$ cat src/rtl/count_60.sv
// count_60: two-digit packed-BCD modulo-60 counter with parallel load
// and terminal-count carry, for seconds/minutes stages of a clock chain.
//
// Ports:
//   clk   - rising-edge clock
//   rst_n - asynchronous active-low reset, forces qout to 8'h00
//   ce    - count enable, present only with COUNT60_CLKEN_EN defined
//   ld    - synchronous parallel-load strobe, active high
//   data  - load value, packed BCD [7:4] tens, [3:0] units
//   qout  - current count, packed BCD 00..59
//   c     - carry, high while qout == 8'h59 (gated by ce when present)
//
// Optional feature macro: COUNT60_CLKEN_EN
module count_60 (
  input  logic       clk,
  input  logic       rst_n,
`ifdef COUNT60_CLKEN_EN
  input  logic       ce,
`endif
  input  logic       ld,
  input  logic [7:0] data,
  output logic [7:0] qout,
  output logic       c
);

  logic [3:0] units;
  logic [3:0] tens;
  logic [3:0] units_n;
  logic [3:0] tens_n;
  logic       adv;
  logic       data_ok;
  logic       at_top;

`ifdef COUNT60_CLKEN_EN
  assign adv = ce;
`else
  assign adv = 1'b1;
`endif

  assign data_ok = (data[3:0] <= 4'd9)
                && (data[7:4] <= 4'd5);

  assign qout   = {tens, units};
  assign at_top = (qout == 8'h59);

`ifdef COUNT60_CLKEN_EN
  assign c = at_top && ce;
`else
  assign c = at_top;
`endif

  // Load beats counting; an out-of-range load
  // value collapses to 00 rather than clamping.
  always_comb begin
    units_n = units;
    tens_n  = tens;
    unique case (1'b1)
      ld: begin
        if (data_ok) begin
          units_n = data[3:0];
          tens_n  = data[7:4];
        end else begin
          units_n = 4'd0;
          tens_n  = 4'd0;
        end
      end
      (!ld && adv): begin
        if (units == 4'd9) begin
          units_n = 4'd0;
          if (tens == 4'd5) begin
            tens_n = 4'd0;
          end else begin
            tens_n = tens + 4'd1;
          end
        end else begin
          units_n = units + 4'd1;
        end
      end
      default: begin
        units_n = units;
        tens_n  = tens;
      end
    endcase
  end

  always_ff @(posedge clk or negedge rst_n) begin
    if (!rst_n) begin
      units <= 4'd0;
      tens  <= 4'd0;
    end else begin
      units <= units_n;
      tens  <= tens_n;
    end
  end

endmodule

$ cat config.mk
export PLATFORM = sky130hd
export DESIGN_NAME = count_60
export DESIGN_NICKNAME = d
export VERILOG_FILES = /design/src/rtl/count_60.sv
export SDC_FILE = /design/constraint.sdc
export NUM_CORES = 1
export LEC_CHECK = 0
export CAP_MARGIN = 0
export CELL_PAD_IN_SITES_DETAIL_PLACEMENT = 1
export CELL_PAD_IN_SITES_GLOBAL_PLACEMENT = 1
export CORE_ASPECT_RATIO = 0.9
export CORE_MARGIN = 2
export CORE_UTILIZATION = 26
export DETAILED_ROUTE_END_ITERATION = 10
export MAX_ROUTING_LAYER = met4
export PLACE_DENSITY = 0.69
export SYNTH_ARGS = -nofsm -noshare
export SYNTH_HDL_FRONTEND = slang
export SYNTH_SLANG_ARGS = --single-unit
$ cat constraint.sdc
create_clock -name clk -period 1.4 [get_ports clk]
set_clock_uncertainty 0.05 [all_clocks]
set_input_delay 0.28 -clock clk [delete_from_list [all_inputs] [get_ports clk]]
set_output_delay 0.28 -clock clk [all_outputs]
set_load 0.1 [all_outputs]
Word level (Yosys, flattened, before mapping)
Index checks and enable logic that the tools add are counted.

Bits of input ports: 11. Output and inout bits: 9. Bits in registers: 8. Word-level logic and storage cells: 19.

$add $sub $neg: 2. Mux-type cells: 7. Reduce and logical (&&, ||, !) cells: 2. Equal/unequal tests: 4. Magnitude comparators: 2.

Operator list (count): $mux W4 (5); $pmux W4 S2 (2); $add A4 B1 Y4 const B (2); $eq A8 B7 Y1 const B (1); $eq A4 B3 Y1 const B (1); $eq A4 B4 Y1 const B (1); $le A4 B3 Y1 const B (1); $le A4 B4 Y1 const B (1); $ne A2 B1 Y1 const B (1); $logic_and A1 B1 Y1 (1); $logic_not A1 Y1 (1).

Depth between registers and ports, before layout
Depth in word-level cells: 4. Depth in mapped cells: 5. Depth with buffers taken out: 4.

Least setup slack after synthesis
OpenSTA, ideal clock, no wires.

Path type: flip-flop to output port. Start: reg units[0]. End: out c. Arrival: 4575 ps. Path slack: -3505 ps. Stages on the path, launching flop included: 4. Required time: 1070 ps. Path buffers: 0. Path through: dfrtp_1 -> nor2b_4 -> nand3_4 -> nor4b_1.

Word-level cells in the longest chain between the ends: 1.

Ends and longest elaborated chain: start, declared (RTL line 26) `logic [3:0] units;`; start signal, assigned (RTL line 91) `units <= units_n;`; $eq A8 B7 Y1 (RTL line 44) `assign at_top = (qout == 8'h59);`; end, declared (RTL line 23) `output logic c`.

Every way passes these cells.

Worst setup path in the final report
Start: reg units[2]. End: out c.

The elaborated chain is that of the path after synthesis.

==> impl_metrics.env <==
export IMPL_status="finished, violations left"
export IMPL_violations="setup timing"
export IMPL_clock_latency_ns=0.25
export IMPL_grt_pass1_wl_um=2587
export IMPL_antenna_found_initial=0
export IMPL_port_buffers=19
export IMPL_clkTransAtPathRegs_ns=0.05
export IMPL_grt_overflow=0
export IMPL_synth_edff_count=0
export IMPL_slew_headroom_pct=77.08
export IMPL_die_h_um=44.78
export IMPL_grt_use_met3_pct=3.311
export IMPL_top_usage_layer="met2"
export IMPL_area_growth_pct=107.6
export IMPL_htreeDepth=1
export IMPL_synthTopCellsByArea="dfrtp_1 42%, o21ai_0 6.3%, nand2_1 3.9%"
export IMPL_ys_ff_latch=8
export IMPL_yosys_warnings=0
export IMPL_netlist_top_cells_count="8 x dfrtp_1, 6 x o21ai_0, 5 x nand2_1"
export IMPL_track_usage_pct=16.96
export IMPL_hpwlAfterDp_um=1241
export IMPL_num_io_pins=20
export IMPL_setup_viol=4
export IMPL_yosysSeqAreaShare_pct=41.67
export IMPL_synthArstFlopShare_pct=100.0
export IMPL_drt_pass1_iter_count=3
export IMPL_start_util_pct=28.28
export IMPL_cp_end_kind="output port"
export IMPL_startpoint_type="flip-flop"
export IMPL_cp_top_family="simple AND/OR/NAND/NOR gates"
export IMPL_cp_max_fo=2
export IMPL_synth_top_area_share_pct=41.67
export IMPL_critical_path_required_ns=1.07
export IMPL_clock_sinks=8
export IMPL_placed_area_um2=930.9
export IMPL_path_cells="and2b_2, nand3_4, nor4b_4, buf_12"
export IMPL_slowest_delay_ns=0.46
export IMPL_wire_per_inst_um=13.75
export IMPL_drt_antenna_violating_nets=0
export IMPL_met2_usage_pct=27.84
export IMPL_syn_nets=63
export IMPL_ir_worst_vdd_v=0.0004993
export IMPL_total_power_w=0.0008516
export IMPL_period_minus_slack_ns=1.852
export IMPL_finalWirelength_um=1568
export IMPL_finalMaxSlewViolations=0
export IMPL_synth_distinct_cells=26
export IMPL_rows=14
export IMPL_gp_congestion=0.7477
export IMPL_cpMaxStageDelayCell="dfrtp_4"
export IMPL_drc=0
export IMPL_design_area_um2=997.2
export IMPL_worstMarginPinSlew_ns=0.3427
export IMPL_antenna_cells=0
export IMPL_fp_dieW_um=49.31
export IMPL_layout_drive_gt1_share_pct=51.11
export IMPL_drt_iter0_drc=8
export IMPL_grt_max_degree=9
export IMPL_max_freq_mhz=539.8
export IMPL_netlist_instances=52
export IMPL_rsz0062_at_grt="yes"
export IMPL_ys_flop_type="dfrtp_1"
export IMPL_grt_pass1_vias=563
export IMPL_nNetsFinal=103
export IMPL_cts_tree="built"
export IMPL_yosys_area_top_type="dfrtp_1"
export IMPL_holdWs_ns=0.2533
export IMPL_worst_path_buf_inv=1
export IMPL_cts_root_buf="clkbuf_4"
export IMPL_netlist_area_um2=480.5
export IMPL_vias=533
export IMPL_crit_type="flip-flop to output port"
export IMPL_use_met1_pct=20.21
export IMPL_leakagePower_nw=0.4252
export IMPL_synth_avg_cell_area_um2=9.240
export IMPL_worstPathArrival_ns=1.52
export IMPL_cap_violations=0
export IMPL_cts_max_path_buffers=2
export IMPL_fp_dieArea_mm2=0.002208
export IMPL_cellPowerDensity_mw_per_mm2=854.0
export IMPL_cts_buffers=3
export IMPL_finalCritPeriodShare_pct=132.3
export IMPL_core_area_mm2=0.001699
export IMPL_holdCritPathClass="primary input to async pin"
export IMPL_via_per_inst=4.675
export IMPL_setup_ws_ns=-0.4524
export IMPL_postCtsHoldBufs=0
export IMPL_synth_most_common_cell="dfrtp_1"
export IMPL_hold_viol=0
-- final timing paths --
| path | startpoint | end | slack [ns] | cells past startpoint |
|---|---|---|---|---|
| hold reg to reg | units[0] | units[0] | 0.58 | 2 |
| hold / removal | rst_n | units[2] | 0.25 | 1 |
| setup reg to reg | units[2] | tens[2] | -0.34 | 6 |
| min in group clk | data[2] | units[2] | 0.28 | 3 |
| max in group asynchronous | rst_n | units[3] | 0.76 | 1 |
| setup / recovery | units[2] | c | -0.45 | 4 |
-- where the power goes --
part	total, W	internal (W)	switching (W)	leakage, nW
logic	0.000410	0.000172	0.000238	0.318
registers	0.000274	0.000257	0.0000169	0.0938
clock network	0.000167	0.0000975	0.0000696	0.0138
total	0.000852	0.000527	0.000325	0.425
-- per-stage QoR --
stage	setup slack, ns	setup TNS (ns)	cells	util (%)
after floorplan	-1.042	-1.502	52	-
after global placement	-0.2085	-1.024	109	54.79
after detailed placement	-0.2366	-1.398	109	54.79
after CTS	-0.4678	-1.158	113	57.36
after global routing	-0.5282	-1.338	114	58.69
final	-0.4524	-1.068	114	58.69
-- cell type report --
| type | count | area [µm²] |
|---|---|---|
| Fill cell | 192 | 701.9 |
| Timing Repair Buffer | 36 | 416.7 |
| Multi-Input combinational cell | 39 | 295.3 |
| Sequential cell | 8 | 217.7 |
| Tap cell | 24 | 30.03 |
| Clock buffer | 3 | 22.52 |
| Inverter | 4 | 15.01 |
-- timing repair --
item | CTS | global route
gates cloned | 0 | 0
buffers inserted | 1 | 1
pin swaps | 5 | 8
gates resized for setup | 5 | 6
endpoints found under the setup margin | 5 | 9
-- cell usage in the layout, fill, tap and decap left out, drive strengths merged --
| cell | n |
|---|---|
| buf | 26 |
| clkdlybuf4s50 | 8 |
| dfrtp | 8 |
| o21ai | 6 |
| nand2 | 5 |
| inv | 4 |
| nor2 | 4 |
| clkbuf | 3 |
| nor3 | 2 |
| a21oi | 2 |
| xnor2 | 2 |
| nand3b | 2 |
| a211oi | 2 |
| nand3 | 2 |
| and2b | 1 |
| o21a | 1 |
| nand2b | 1 |
| nor2b | 1 |
| nor4b | 1 |
| a221oi | 1 |
| o211ai | 1 |
| or4b | 1 |
| mux2i | 1 |
| a22oi | 1 |
| and2 | 1 |
| nand4 | 1 |
| dlymetal6s2s | 1 |
| dlygate4sd2 | 1 |
-- cell families (layout without fill, tap and decap cells) --
family | Yosys count | in the layout | share of synthesized area [%]
simple gates | 22 | 22 | 29.43
flops | 8 | 8 | 41.67
buf+inv | 5 | 43 | 4.165
compound gates | 14 | 14 | 19.01
xor+xnor | 2 | 2 | 3.646
mux | 1 | 1 | 2.083
-- layer usage --
metal / routed length, µm / part of all wire, %
met1: 728 / 46
met2: 781 / 50
met3: 38 / 2.4
met4: 19 / 1.2
met5: 0 / 0
-- flip-flops by register name, indices dropped and copies added (netlist names) --
register	cells
units	4
tens	4
(Power assumes the default switching activity.)
